<file path="config.mk">
export PLATFORM = sky130hd
export DESIGN_NAME = slot_reel_engine
export DESIGN_NICKNAME = d
export VERILOG_FILES = /design/src/rtl/slot_reel_engine.sv
export SDC_FILE = /design/constraint.sdc
export NUM_CORES = 1
export LEC_CHECK = 0
export BUFFER_PORTS_ARGS = -buffer_cell sky130_fd_sc_hd__buf_4
export CORE_ASPECT_RATIO = 1.2
export CORE_MARGIN = 2
export CORE_UTILIZATION = 35
export CTS_BUF_LIST = sky130_fd_sc_hd__clkbuf_8
export CTS_CLUSTER_SIZE = 25
export DETAILED_ROUTE_END_ITERATION = 10
export GPL_TIMING_DRIVEN = 0
export SKIP_LAST_GASP = 1
export SYNTH_ARGS = -nofsm -noshare
export SYNTH_HDL_FRONTEND = slang
export SYNTH_SLANG_ARGS = --single-unit
</file>
<file path="constraint.sdc">
create_clock -name clk -period 3.4 [get_ports clk]
set_input_delay 0.34 -clock clk [delete_from_list [all_inputs] [get_ports clk]]
set_output_delay 0.34 -clock clk [all_outputs]
set_load 0.01 [all_outputs]
</file>
<file path="src/rtl/slot_reel_engine.sv">
// N-reel slot spin/score engine: owns credits, bet, staggered reel stops and payout; optional AUTO_SPIN_EN adds auto-spin.
// Latency: spin accepted next clk; reel i stops on tick SPIN_TICKS+i*STAGGER_TICKS; scoring 2 clks after the last stop.
// Backpressure: none; button pulses outside IDLE are dropped, spin without enough credit is ignored.
module slot_reel_engine #(
    parameter int NUM_REELS     = 3,
    parameter int SYM_BITS      = 3,
    parameter int CREDIT_W      = 10,
    parameter int START_CREDIT  = 100,
    parameter int MAX_BET       = 3,
    parameter int SPIN_TICKS    = 16,
    parameter int STAGGER_TICKS = 8,
    parameter int PAIR_MULT     = 2,
    parameter int ALL_MULT      = 10,
    parameter int JACKPOT_MULT  = 50
) (
    input  logic                          clk,
    input  logic                          reset,
    input  logic                          tick,
    input  logic                          spin,
    input  logic                          bet_up,
    input  logic                          bet_down,
`ifdef AUTO_SPIN_EN
    input  logic                          auto,
`endif
    output logic [NUM_REELS*SYM_BITS-1:0] reels,
    output logic [NUM_REELS-1:0]          stopped,
    output logic [CREDIT_W-1:0]           credit,
    output logic [2:0]                    bet,
    output logic                          busy,
    output logic                          win,
    output logic [CREDIT_W-1:0]           payout
);

    localparam int CNT_MAX = SPIN_TICKS + (NUM_REELS - 1) * STAGGER_TICKS;
    localparam int CNT_W   = $clog2(CNT_MAX + 1);
    localparam int PW      = CREDIT_W + 6;
    localparam logic [CREDIT_W-1:0] CMAX = '1;

    typedef enum logic [1:0] {IDLE, SPIN, EVAL} state_t;

    state_t                             state, state_nxt;
    logic [15:0]                        lfsr;
    logic [CNT_W-1:0]                   cnt;
    logic [CNT_W-1:0]                   cnt_nxt;
    logic [NUM_REELS-1:0][SYM_BITS-1:0] reel_q;
    logic [CREDIT_W-1:0]                bet_ext;
    logic                               can_pay;
    logic                               spin_req;
    logic                               start;
    logic                               auto_go;
    logic                               all_eq;
    logic                               any_pair;
    logic [PW-1:0]                      pay_wide;
    logic [PW:0]                        sum_wide;
    logic [CREDIT_W-1:0]                credit_sat;
    logic [CREDIT_W-1:0]                pay_clip;

    assign reels   = reel_q;
    assign bet_ext = {{(CREDIT_W-3){1'b0}}, bet};
    assign can_pay = credit >= bet_ext;
    assign cnt_nxt = cnt + CNT_W'(1);

    // Fibonacci taps 16,14,13,11 in right-shift form; seed is non-zero so it never locks up
    always_ff @(posedge clk or negedge reset) begin
        if (!reset) lfsr <= 16'hACE1;
        else        lfsr <= {lfsr[0] ^ lfsr[2] ^ lfsr[3] ^ lfsr[5], lfsr[15:1]};
    end

`ifdef AUTO_SPIN_EN
    logic [2:0] idle_cnt;

    // counts ticks spent in IDLE with auto held; cleared outside IDLE so each return restarts the wait
    always_ff @(posedge clk or negedge reset) begin
        if (!reset)                        idle_cnt <= '0;
        else if (state != IDLE || !auto)   idle_cnt <= '0;
        else if (tick && idle_cnt != 3'd4) idle_cnt <= idle_cnt + 3'd1;
    end

    assign auto_go = auto && (idle_cnt == 3'd4);
`else
    assign auto_go = 1'b0;
`endif

    assign spin_req = spin | auto_go;

    always_ff @(posedge clk or negedge reset) begin
        if (!reset) state <= IDLE;
        else        state <= state_nxt;
    end

    always_comb begin
        state_nxt = state;
        case (state)
            IDLE:    if (spin_req && can_pay) state_nxt = SPIN;
            SPIN:    if (&stopped)            state_nxt = EVAL;
            EVAL:                             state_nxt = IDLE;
            default:                          state_nxt = IDLE;
        endcase
    end

    always_comb begin
        busy  = (state != IDLE);
        start = (state == IDLE) && spin_req && can_pay;
    end

    always_comb begin
        all_eq   = 1'b1;
        any_pair = 1'b0;
        for (int i = 1; i < NUM_REELS; i++) begin
            if (reel_q[i] != reel_q[0])   all_eq   = 1'b0;
            if (reel_q[i] == reel_q[i-1]) any_pair = 1'b1;
        end
        if (all_eq && reel_q[0] == {SYM_BITS{1'b1}})
            pay_wide = PW'(bet) * PW'(JACKPOT_MULT);
        else if (all_eq)
            pay_wide = PW'(bet) * PW'(ALL_MULT);
        else if (any_pair)
            pay_wide = PW'(bet) * PW'(PAIR_MULT);
        else
            pay_wide = '0;
        sum_wide   = {{(PW+1-CREDIT_W){1'b0}}, credit} + {1'b0, pay_wide};
        credit_sat = (sum_wide > {{(PW+1-CREDIT_W){1'b0}}, CMAX}) ? CMAX : sum_wide[CREDIT_W-1:0];
        pay_clip   = (pay_wide > {6'b0, CMAX}) ? CMAX : pay_wide[CREDIT_W-1:0];
    end

    always_ff @(posedge clk or negedge reset) begin
        if (!reset) begin
            credit  <= CREDIT_W'(START_CREDIT);
            bet     <= 3'd1;
            reel_q  <= '0;
            stopped <= '1;
            cnt     <= '0;
            win     <= 1'b0;
            payout  <= '0;
        end else begin
            case (state)
                IDLE: begin
                    if (start) begin
                        credit  <= credit - bet_ext;
                        win     <= 1'b0;
                        payout  <= '0;
                        stopped <= '0;
                        cnt     <= '0;
                    end else if (bet_up && !bet_down && bet < 3'(MAX_BET)) begin
                        bet <= bet + 3'd1;
                    end else if (bet_down && !bet_up && bet > 3'd1) begin
                        bet <= bet - 3'd1;
                    end
                end
                SPIN: begin
                    if (tick && !(&stopped)) begin
                        cnt <= cnt_nxt;
                        for (int i = 0; i < NUM_REELS; i++) begin
                            if (!stopped[i]) begin
                                if (cnt_nxt == CNT_W'(SPIN_TICKS + i * STAGGER_TICKS)) begin
                                    reel_q[i]  <= lfsr[SYM_BITS-1:0];
                                    stopped[i] <= 1'b1;
                                end else begin
                                    reel_q[i] <= reel_q[i] + SYM_BITS'(1);
                                end
                            end
                        end
                    end
                end
                EVAL: begin
                    credit <= credit_sat;
                    payout <= pay_clip;
                    win    <= (pay_wide != '0);
                end
                default: ;
            endcase
        end
    end

endmodule

</file>
==> results of run 1 <==
[synthesized netlist by cell type (all sizes together) (3+ instances only)]
cell type / instances
nor3: 7
mux2i: 10
xnor2: 15
or4: 5
nor4: 5
ha: 30
inv: 15
a211oi: 3
dfrtp: 43
nor2b: 8
nand3: 18
buf: 4
nand2: 23
a31oi: 3
clkbuf: 10
o21ai: 25
or3: 4
xor2: 12
a22oi: 4
dfstp: 15
o2bb2ai: 6
nor2: 31
a21oi: 21
[worst paths after layout]
path | from | end | slack [ns] | cells after the start
worst max-delay path | reels[2] | credit[9] | -0.004 | 13
worst min-delay path | reset | lfsr[4] | 0.05 | 1
worst max register to register | reels[2] | credit[9] | -0.004 | 13
worst min register to register | lfsr[4] | lfsr[3] | 0.35 | 0
max in group asynchronous | reset | reels[0] | 2.81 | 1
min in group clk | lfsr[4] | lfsr[3] | 0.35 | 0
[stage by stage]
stage                     power, mW  setup TNS (ns)
after floorplan                1.94               0
after global placement         2.36           -4.02
after detailed placement       2.39           -4.28
after CTS                      3.31         -0.0276
after global routing           3.59          -0.445
final                          3.30        -0.00443
[layout make-up]
cell class,instances,area [um^2],share of cell area
Inverter,15,56.3,0.0132
Clock inverter,7,125,0.0293
Multi-Input combinational cell,268,1930,0.451
Buffer,13,65.1,0.0152
Clock buffer,9,124,0.0290
Timing Repair Buffer,45,338,0.0792
Tap cell,123,154,0.0361
Sequential cell,58,1480,0.347
[sequential cells by signal, indices dropped and copies added, names as in the netlist]
| register | cells |
|---|---|
| bet | 3 |
| cnt | 6 |
| payout | 8 |
| lfsr | 16 |
| stopped | 3 |
| win | 1 |
| credit | 10 |
| reels | 9 |
| state | 2 |
[power by group through the flow]
stage               registers [mW]  logic (mW)  clock network [mW]
floorplan                     1.07       0.867                   0
global placement              1.08        1.27                   0
detailed placement            1.09        1.30                   0
CTS                           1.06        1.42               0.829
global route                  1.09        1.63               0.866
finish                        1.07        1.43               0.811
[per-layer routing]
layer,GRT usage,vias to the layer above
met4,0.0850,0
li1,-,1377
met2,0.267,58
met5,0,-
met3,0.0439,16
met1,0.223,1366
[cells by family (layout without fill, tap and decap cells)]
| group | Yosys count | after routing |
|---|---|---|
| compound gates | 82 | 82 |
| xor+xnor | 27 | 27 |
| fa+ha+maj | 32 | 32 |
| buf+inv | 29 | 89 |
| flops | 58 | 58 |
| mux | 11 | 11 |
| other cells | 1 | 2 |
| simple gates | 114 | 114 |
[timing repair]
item	in CTS	in global routing
cloned	0	0
setup endpoints to repair	10	7
gates resized for setup	13	1
pin swaps	3	1
setup buffers	5	0
==> results.md, run 1 <==
Clocking
- 9 — cts bufs inserted
- 58 — TritonCTS sink count
- 0 — number of buffers inserted for hold repair after clock tree synthesis
- done — CTS tree
- 0.07 ns — clock transition at the register clock pins on the worst setup and hold paths after CTS
- 0.35 ns — Clk Latency, worst-skew pair
- 3 — CTS HTree Levels
- sky130_fd_sc_hd__clkbuf_8 — root buf cell
- 2 — Max clock buf depth

Synth
- simple AND/OR/NAND/NOR gates — largest family of logic cells by synthesized area
- sky130_fd_sc_hd__dfrtp_1 31%, sky130_fd_sc_hd__dfstp_2 11%, sky130_fd_sc_hd__ha_1 11%, sky130_fd_sc_hd__xnor2_1 3.8%, sky130_fd_sc_hd__o21ai_0 3.5% — top cells by area in the synthesized netlist
- 0.00346 mm^2 — area of the mapped netlist
- 9.79 um^2 — average instance area after synthesis
- 0 — count of warnings emitted by yosys
- 354 — synthesized instance count
- 0.0683 — post-synthesis xor/xnor area fraction
- 58 — synthesized flop and latch total
- 1.00 — proportion of register bits with asynchronous set or reset after synthesis
- 0.165 — area share of and/or/nand/nor cells after synthesis
- 0.0321 — mux cell area share after synthesis
- 55 — Yosys cell types
- 0.311 — area share of the largest cell type after synthesis
- sky130_fd_sc_hd__dfrtp_1 — main flop type after synthesis
- 0.424 — register area share after synthesis
- 0.120 — adder and majority cell fraction of the synthesized area
- 0.153 — synthesized-area fraction occupied by ao, oa, aoi and oai cells
- sky130_fd_sc_hd__dfrtp_1 — post-synth top area cell
- 0 — number of enable-type register cells in the synthesized netlist

Setup path
- 3.64 ns — Critical Path RT
- 0.56 ns — maximum single-stage delay on the critical path
- 2 — number of buffers and inverters on the critical path
- compound AO/OA/AOI/OAI gates — kind of cell adding the most delay to the critical path
- flop to flop — critical path start-end classification
- 4 — highest net fanout along the worst path
- flop — crit end category
- 3.64 ns — data arrival time of the worst path
- flop — sort of element at the start of the critical path
- sky130_fd_sc_hd__or4_4 — cell with the largest stage delay on the worst path
- buf_4, xor2_1, or4_4, o211a_1, a31oi_4, inv_2, ha_4, nor2b_1, o31a_1, o31ai_2, a21oi_1, or3_1, a22o_1 — crit-path cells

Cells and area
- 0.00427 mm^2 — finished layout cell area
- 448 — Total Nets Final
- 23.2% — Syn-to-layout area delta
- sky130_fd_sc_hd__buf_4 — most common library cell in the layout ignoring fill and taps
- 0.246 — ratio of cells with drive above 1 in the final layout
- 538 — number of standard cells in the layout, taps in and fillers out
- 47 x sky130_fd_sc_hd__buf_4, 36 x sky130_fd_sc_hd__dfrtp_1, 31 x sky130_fd_sc_hd__nor2_1 — highest-count cells in the layout ignoring fill and taps
- 0.446 — final standard cell utilization of the core
- 956 — total of fill cells in the finished design
- 0 — n_diodes

Power and ir drop
- 1.29 mW — switching power
- 0.323 — sequential group share of total power
- 1.86 nW — leak pwr
- 0.432 — relative contribution of combinational cells to total power
- 0.245 — proportion of power drawn by the clock network
- 774 mW/mm^2 — pwr/cell area
- 0.390 — fraction of power spent switching nets
- 2.01 mW — internal power consumption
- 0.000328 V — largest voltage drop on the vdd net

Global route
- 0 — aggregate global routing overflow
- 59 — maximum number of pins on one net before global-route repair
- 0 — initial antenna violation count
- 2848 — number of global-route vias before repair
- 0.172 — Total GRT Usage
- 14.2 mm — first-pass GRT wire length

Detailed routing
- 8.59 mm — Routed Wire Length
- 4 — number of iterations in the first detailed-routing pass
- 2817 — vias after detailed routing
- 0 — post-route antenna net violation count
- 3.99 mm — metal1 wirelength
- 4.04 mm — amount of wire on met2 after detailed routing
- 100 — DR iter-0 viols
- 5.24 — per-cell via count in the routed design
- 329 um — met3 routed WL
- 16.0 um — detail-routed net length per standard cell
- 0 — number of DRC violations after detailed routing
- met4 — uppermost metal layer occupied by signal nets

Placement
- 518 — count of placed standard cells including taps
- 40 — port buffer count
- -0.587 ns — worst slack, placed
- 5.97 mm — DP HPWL
- 0.879 — GPL Wtd Cong
- 0.00393 mm^2 — standard cell area after detailed placement

Floorplan
- 0.0107 mm^2 — area of the die
- 113 um — overall die height
- 0.00956 mm^2 — core outline area
- 43 — I/O Pins
- 94.8 um — die boundary width
- 0.362 — Starting Density
- 39 — Site Rows

STA
- 0.0112 ns — clock tree skew after final layout
- 294 MHz — achievable frequency
- 0.0519 ns — final hold slack
- true — setup repair after global routing missed its margin
- 0 — Pins Over Slew Limit
- 3.40 ns — minimum period implied by the final worst setup slack
- 0 — total count of hold-check failures in the final report
- 0.838 ns — Slew @ Worst Pin
- -0.00443 ns — setup ws final
- 0.437 — slew margin rel.
- 1.00 — fin crit share
- 1 — Setup violations, final

Run status
- negative setup slack — failing checks
- finished, violations left — run status

Job
- 0 — # Max-Cap Violations

Min path
- input port to async pin — class of the tightest hold or removal check

Note: power is estimated with default switching activity, not from simulation.
==> run 2: changes to the inputs <==
--- a/config.mk
+++ b/config.mk
@@ -5,6 +5,7 @@
 export SDC_FILE = /design/constraint.sdc
 export NUM_CORES = 1
 export LEC_CHECK = 0
+export ABC_AREA = 1
 export BUFFER_PORTS_ARGS = -buffer_cell sky130_fd_sc_hd__buf_4
 export CORE_ASPECT_RATIO = 1.2
 export CORE_MARGIN = 2
==> run 2 against run 1 <==
Against the previous run: the run now ends clean; non-clock buffer count shrank 9; global-route usage shrank 0.80 points; synthesized cell count grew 42%; worst setup slack gained 0.29 ns; clock skew is essentially flat; power shrank 6.8%; utilization shrank 1.5 points; critical endpoint is now credit[7]; highest routed layer unchanged.
==> results.md, run 2 <==
STA
- 0.290 ns — setup ws final, +0.294 ns
- 0 — total count of hold-check failures in the final report, unchanged
- 0 — Pins Over Slew Limit, unchanged
- 0.751 ns — Slew @ Worst Pin, -0.0866 ns
- 0 — Setup violations, final, -1
- 0.499 — slew margin rel., +0.0620
- 3.11 ns — minimum period implied by the final worst setup slack, -0.294 ns
- 322 MHz — achievable frequency, +9.5%
- false — setup repair after global routing missed its margin
- 0.0112 ns — clock tree skew after final layout, -0.0000465 ns
- 0.915 — fin crit share, -0.0865

Synth
- 0.385 — register area share after synthesis, -0.0395
- 164 x sky130_fd_sc_hd__nand2_1, 61 x sky130_fd_sc_hd__inv_1, 43 x sky130_fd_sc_hd__dfrtp_1 — cell types with the highest counts after synthesis
- sky130_fd_sc_hd__nand2_1 — most repeated cell in the gate-level netlist after synthesis
- 39 — Yosys cell types, -29%
- sky130_fd_sc_hd__dfrtp_1 28%, sky130_fd_sc_hd__nand2_1 16%, sky130_fd_sc_hd__dfstp_2 10%, sky130_fd_sc_hd__ha_1 9.8%, sky130_fd_sc_hd__inv_1 6.0% — top cells by area in the synthesized netlist
- 0.282 — area share of the largest cell type after synthesis, -0.0289
- 501 — synthesized instance count, +42%
- sky130_fd_sc_hd__dfrtp_1 — main flop type after synthesis
- 0.00382 mm^2 — area of the mapped netlist, +10%
- 1.00 — proportion of register bits with asynchronous set or reset after synthesis, unchanged
- 0 — number of enable-type register cells in the synthesized netlist, unchanged
- 7.62 um^2 — average instance area after synthesis, -22%
- 58 — synthesized flop and latch total, unchanged
- sky130_fd_sc_hd__dfrtp_1 — post-synth top area cell
- 0 — count of warnings emitted by yosys, unchanged

Global route
- 15.5 mm — first-pass GRT wire length, +9.4%
- 3283 — number of global-route vias before repair, +15%
- 0.164 — Total GRT Usage, -0.00803
- 0 — aggregate global routing overflow, unchanged
- 0 — initial antenna violation count, unchanged
- 59 — maximum number of pins on one net before global-route repair, unchanged

Clocking
- 3 — CTS HTree Levels, unchanged
- done — CTS tree
- 58 — TritonCTS sink count, unchanged
- 0.34 ns — Clk Latency, worst-skew pair, about the same
- 2 — Max clock buf depth, unchanged
- 0.07 ns — clock transition at the register clock pins on the worst setup and hold paths after CTS, about the same
- 9 — cts bufs inserted, unchanged
- sky130_fd_sc_hd__clkbuf_8 — root buf cell

Cells and area
- 0.00147 mm^2 — sequential standard cell area, -0.42%
- 0.193 — ratio of cells with drive above 1 in the final layout, -0.0533
- sky130_fd_sc_hd__nand2_1 — most common library cell in the layout ignoring fill and taps
- 594 — Total Nets Final, +33%
- 0.00456 mm^2 — finished layout cell area, +6.9%
- lfsr — most flop-heavy register
- 0.00207 mm^2 — Multi-input gate area, +7.5%
- 16 — max reg flops, unchanged
- 0.432 — final standard cell utilization of the core, -0.0145
- 0 — n_diodes, unchanged
- 1105 — total of fill cells in the finished design, +16%
- 164 x sky130_fd_sc_hd__nand2_1, 61 x sky130_fd_sc_hd__inv_1, 45 x sky130_fd_sc_hd__buf_4 — highest-count cells in the layout ignoring fill and taps
- 19.4% — Syn-to-layout area delta

Floorplan
- 99.4 um — die boundary width, +4.8%
- 41 — Site Rows, +5.1%
- 43 — I/O Pins, unchanged
- 0.0106 mm^2 — core outline area, +10%
- 0.361 — Starting Density, -0.000772
- 0.0118 mm^2 — area of the die, +9.8%
- 118 um — overall die height, +4.8%

Setup path
- flop — crit end category
- bet[1] — worst flop-to-flop path startpoint
- flop — sort of element at the start of the critical path
- 3.63 ns — Critical Path RT, about the same
- 6 — highest net fanout along the worst path, +2
- bet[1] — worst setup path startpoint
- 3.34 ns — data arrival time of the worst path, -0.30 ns
- flop to flop — critical path start-end classification

Placement
- -0.131 ns — worst slack, placed, +0.456 ns
- 0.00429 mm^2 — standard cell area after detailed placement, +9.0%
- 40 — port buffer count, unchanged
- 6.83 mm — DP HPWL, +14%
- 0.824 — GPL Wtd Cong, -6.3%

Detailed routing
- 0 — number of DRC violations after detailed routing, unchanged
- 138 — DR iter-0 viols, +38%
- 9.09 mm — Routed Wire Length, +5.8%
- 4.85 — per-cell via count in the routed design, -7.4%
- 3346 — vias after detailed routing, +19%
- 0 — post-route antenna net violation count, unchanged
- 13.2 um — detail-routed net length per standard cell, -18%
- 5 — number of iterations in the first detailed-routing pass, +1

Power and ir drop
- 0.000443 V — largest voltage drop on the vdd net, +35%
- 675 mW/mm^2 — pwr/cell area, -13%
- 2.46 nW — leak pwr, +32%
- 3.08 mW — Total Power, -6.8%

Run status
- complete, no violations — run status

Min path
- input port to async pin — class of the tightest hold or removal check

Job
- 0 — # Max-Cap Violations, unchanged

## run 2: cell types whose count changed after synthesis, sizes merged, moves of 9 or more
cell / delta
nor2: +15
mux2i: -9
nand3: +23
nand2: +144
inv: +50
clkbuf: -9
## run 2: worst max-delay path, cell delays in order (launching register included)
cell and delay [ns]:
sky130_fd_sc_hd__dfrtp_2 0.44, sky130_fd_sc_hd__inv_1 0.18, sky130_fd_sc_hd__ha_1 0.27, sky130_fd_sc_hd__ha_1 0.20, sky130_fd_sc_hd__ha_1 0.16, sky130_fd_sc_hd__or2_2 0.27, sky130_fd_sc_hd__nand3_1 0.19, sky130_fd_sc_hd__inv_1 0.07
sky130_fd_sc_hd__ha_1 0.33, sky130_fd_sc_hd__nand2_1 0.10, sky130_fd_sc_hd__inv_1 0.04, sky130_fd_sc_hd__a21oi_1 0.21, sky130_fd_sc_hd__nand3_2 0.17, sky130_fd_sc_hd__nor2_4 0.17, sky130_fd_sc_hd__nand3_1 0.09, sky130_fd_sc_hd__nand2_1 0.07
sky130_fd_sc_hd__nand2_1 0.04
## run 2: metal layers
metal / wire length (um) / vias up / GRT usage
met5: 0 / - / 0
met2: 4450 / 71 / 0.277
li1: - / 1701 / -
met4: 159 / 0 / 0.0634
met1: 4100 / 1561 / 0.211
met3: 387 / 13 / 0.0242
## run 2: cells by family (layout without fill, tap and decap cells)
| kind of cell | after synthesis | in the layout | share of synthesized area |
|---|---|---|---|
| simple gates | 271 | 271 | 0.310 |
| buf+inv | 71 | 130 | 0.0796 |
| flops | 58 | 58 | 0.385 |
| compound gates | 49 | 49 | 0.0724 |
| fa+ha+maj | 32 | 32 | 0.109 |
| xor+xnor | 18 | 18 | 0.0413 |
| other cells | 1 | 2 | 0.000982 |
| mux | 1 | 1 | 0.00262 |
## run 2: worst paths after layout
check / endpoint / slack, ns / cells past startpoint
hold / removal: lfsr[14] / 0.05 / 1
hold reg to reg: lfsr[6] / 0.35 / 0
setup reg to reg: credit[7] / 0.29 / 16
min in group clk: lfsr[6] / 0.35 / 0
max in group asynchronous: bet[1] / 2.79 / 1
setup / recovery: credit[7] / 0.29 / 16
## run 2: per-stage QoR
stage	setup TNS (ns)	hold slack [ns]	std cells
6_report	0	0.0544	690
5_1_grt	0	0.137	690
4_1_cts	0	0.0925	687
3_5_place_dp	-0.562	0.341	671
3_3_place_gp	-0.468	0.335	671
2_1_floorplan	0	0.0444	502
## run 2: report_power, final
| part | switching (mW) | internal [mW] | total (mW) |
|---|---|---|---|
| clock | 0.293 | 0.450 | 0.743 |
| combinational | 0.744 | 0.534 | 1.28 |
| sequential | 0.209 | 0.850 | 1.06 |
| total | 1.25 | 1.83 | 3.08 |
## run 2: layout make-up
| cell class | count | area share |
|---|---|---|
| clock buffers | 11 | 0.0332 |
| inverters | 65 | 0.0546 |
| well taps | 129 | 0.0354 |
| multi-input cells | 373 | 0.454 |
| plain buffers | 6 | 0.0121 |
| repair buffers | 43 | 0.0708 |
| flip-flops and latches | 58 | 0.323 |
| clock inverters | 5 | 0.0170 |
## run 2: repair_timing
item | in CTS | in global routing
hold buffers | 0 | 0
buffers inserted | 0 | 3
hold endpoints to repair | 0 | 0
setup endpoints to repair | 5 | 10
gates resized for setup | 2 | 6
==> run 3: changes to the inputs <==
==> constraint.sdc (replaced) <==
create_clock -name clk -period 3.7 [get_ports clk]
set_input_delay 0.37 -clock clk [delete_from_list [all_inputs] [get_ports clk]]
set_output_delay 0.37 -clock clk [all_outputs]
set_load 0.01 [all_outputs]
==> run 3 against run 2 <==
Against the previous run: power decreased by 8.5%; wire length increased by 0.25%; die area unchanged; combinational power decreased by 9%; final cell count decreased by 0.43%; critical endpoint unchanged; largest cell class unchanged; highest routed layer unchanged.
==> results.md, run 3 (synthesis results as in run 2) <==
Power and ir drop
- 0.346 — sequential group share of total power, +0.002
- 1.14 mW — switching power, -8.4%
- 2.43 nW — leak pwr, -0.94%
- 624 mW/mm^2 — pwr/cell area, -7.6%
- 1.68 mW — internal power consumption, -8.5%
- 0.000404 V — largest voltage drop on the vdd net, -8.7%
- 0.242 — proportion of power drawn by the clock network, about the same
- 0.412 — relative contribution of combinational cells to total power, -0.003
- 2.82 mW — Total Power, -8.5%
- 0.405 — fraction of power spent switching nets, about the same

Setup path
- 3 — number of buffers and inverters on the critical path, unchanged
- simple AND/OR/NAND/NOR gates — kind of cell adding the most delay to the critical path
- bet[2] — worst setup path startpoint
- bet[2] — worst flop-to-flop path startpoint
- 3.94 ns — Critical Path RT, +0.31 ns
- flop — crit end category
- flop to flop — critical path start-end classification
- 0.54 ns — maximum single-stage delay on the critical path, +0.10 ns
- inv_1, ha_1, ha_1, ha_1, or2_2, nand3_1, inv_1, ha_1, nand2_1, inv_1, a21oi_1, nand3_1, nor2_2, nand3_1, nand2_1, nand2_1 — crit-path cells
- sky130_fd_sc_hd__dfrtp_1 — cell with the largest stage delay on the worst path
- 9 — highest net fanout along the worst path, +3
- flop — sort of element at the start of the critical path
- 3.57 ns — data arrival time of the worst path, +0.23 ns
- sky130_fd_sc_hd__ha_1 — most frequent cell on the critical path

Cells and area
- sky130_fd_sc_hd__nand2_1 — most common library cell in the layout ignoring fill and taps
- lfsr — most flop-heavy register
- 0.00452 mm^2 — finished layout cell area, -0.96%
- 1107 — total of fill cells in the finished design, +0.18%
- 164 x sky130_fd_sc_hd__nand2_1, 62 x sky130_fd_sc_hd__inv_1, 42 x sky130_fd_sc_hd__buf_4, 42 x sky130_fd_sc_hd__dfrtp_1, 40 x sky130_fd_sc_hd__nor2_1 — highest-count cells in the layout ignoring fill and taps
- 0.00205 mm^2 — Multi-input gate area, -0.97%
- 591 — Total Nets Final, -0.51%
- 18.3% — Syn-to-layout area delta
- 0 — n_diodes, unchanged
- 0.179 — ratio of cells with drive above 1 in the final layout, -0.0133
- 0.00147 mm^2 — sequential standard cell area, about the same
- 16 — max reg flops, unchanged

Placement
- 0.00429 mm^2 — standard cell area after detailed placement, unchanged
- 0.169 ns — worst slack, placed, +0.300 ns
- 0.824 — GPL Wtd Cong, unchanged
- 40 — port buffer count, unchanged
- 6.83 mm — DP HPWL, unchanged

Detailed routing
- 3333 — vias after detailed routing, -0.39%
- 9.11 mm — Routed Wire Length, +0.25%
- 0 — post-route antenna net violation count, unchanged
- 0 — number of DRC violations after detailed routing, unchanged
- 140 — DR iter-0 viols, +1.4%
- 5 — number of iterations in the first detailed-routing pass, unchanged
- 4.85 — per-cell via count in the routed design, about the same
- 13.3 um — detail-routed net length per standard cell, +0.69%

Clocking
- 2 — Max clock buf depth, unchanged
- 0.07 ns — clock transition at the register clock pins on the worst setup and hold paths after CTS, about the same
- 58 — TritonCTS sink count, unchanged
- 0.34 ns — Clk Latency, worst-skew pair, about the same
- 9 — cts bufs inserted, unchanged
- done — CTS tree
- sky130_fd_sc_hd__clkbuf_8 — root buf cell
- 0 — post-CTS setup buffers, unchanged
- 3 — CTS HTree Levels, unchanged

Floorplan
- 99.4 um — die boundary width, unchanged
- 0.361 — Starting Density, unchanged
- 0.0106 mm^2 — core outline area, unchanged
- 43 — I/O Pins, unchanged
- 41 — Site Rows, unchanged
- 118 um — overall die height, unchanged
- 0.0118 mm^2 — area of the die, unchanged

STA
- 0.902 — fin crit share, -0.0124
- 0.767 ns — Slew @ Worst Pin, +0.0158 ns
- 0 — Setup violations, final, unchanged
- 0 — Pins Over Slew Limit, unchanged
- 0 — total count of hold-check failures in the final report, unchanged
- 3.34 ns — minimum period implied by the final worst setup slack, +0.228 ns
- 0.361 ns — setup ws final, +0.0716 ns
- 0.0105 ns — clock tree skew after final layout, -0.000678 ns
- 0 ns — total negative setup slack, unchanged
- 300 MHz — achievable frequency, -6.8%
- 0.489 — slew margin rel., -0.0106
- false — setup repair after global routing missed its margin
- 0.0916 ns — final hold slack, +0.0372 ns

Global route
- 0 — aggregate global routing overflow, unchanged
- 3281 — number of global-route vias before repair, -0.061%
- 59 — maximum number of pins on one net before global-route repair, unchanged
- 15.5 mm — first-pass GRT wire length, about the same
- 0 — initial antenna violation count, unchanged
- 0.164 — Total GRT Usage, unchanged

Min path
- input port to async pin — class of the tightest hold or removal check

Run status
- complete, no violations — run status

Job
- 0 — # Max-Cap Violations, unchanged

[run 3: cell type report]
class | count | share of cell area
timing repair buffer | 40 | 0.0665
inverter | 65 | 0.0551
clock inverter | 5 | 0.0172
sequential | 58 | 0.326
clock buffer | 11 | 0.0335
tap | 129 | 0.0357
buffer | 6 | 0.0122
multi-input combinational | 373 | 0.454
[run 3: worst paths after layout]
check / to / slack, ns / cells after the start
max in group asynchronous: bet[1] / 3.05 / 1
min in group clk: lfsr[6] / 0.35 / 0
max reg2reg: credit[7] / 0.36 / 16
min reg2reg: lfsr[6] / 0.35 / 0
max: credit[7] / 0.36 / 16
min: lfsr[14] / 0.09 / 1
[run 3: layer usage]
layer	up-vias	wire length (um)	GRT usage
met5	-	0	0
met4	0	160	0.0634
met3	15	411	0.0242
met2	81	4430	0.277
met1	1549	4120	0.211
li1	1688	-	-
[run 3: power groups by stage]
stage                     Sequential, mW  Combinational, mW  Clock [mW]
after global placement             0.979               1.14           0
final                              0.974               1.16       0.683
after CTS                          0.974               1.17       0.701
after global routing                1.00               1.34       0.721
after detailed placement           0.984               1.17           0
after floorplan                    0.979              0.777           0
[run 3: what timing repair did]
| item | CTS | global route |
|---|---|---|
| endpoints found under the setup margin | 0 | 5 |
| hold buffers | 0 | 0 |
| resized for setup | 0 | 2 |
[run 3: through the flow]
stage,utilization,std cells
4_1_cts,0.427,687
5_1_grt,0.428,687
2_1_floorplan,-,502
3_3_place_gp,0.406,671
6_report,0.428,687
3_5_place_dp,0.406,671
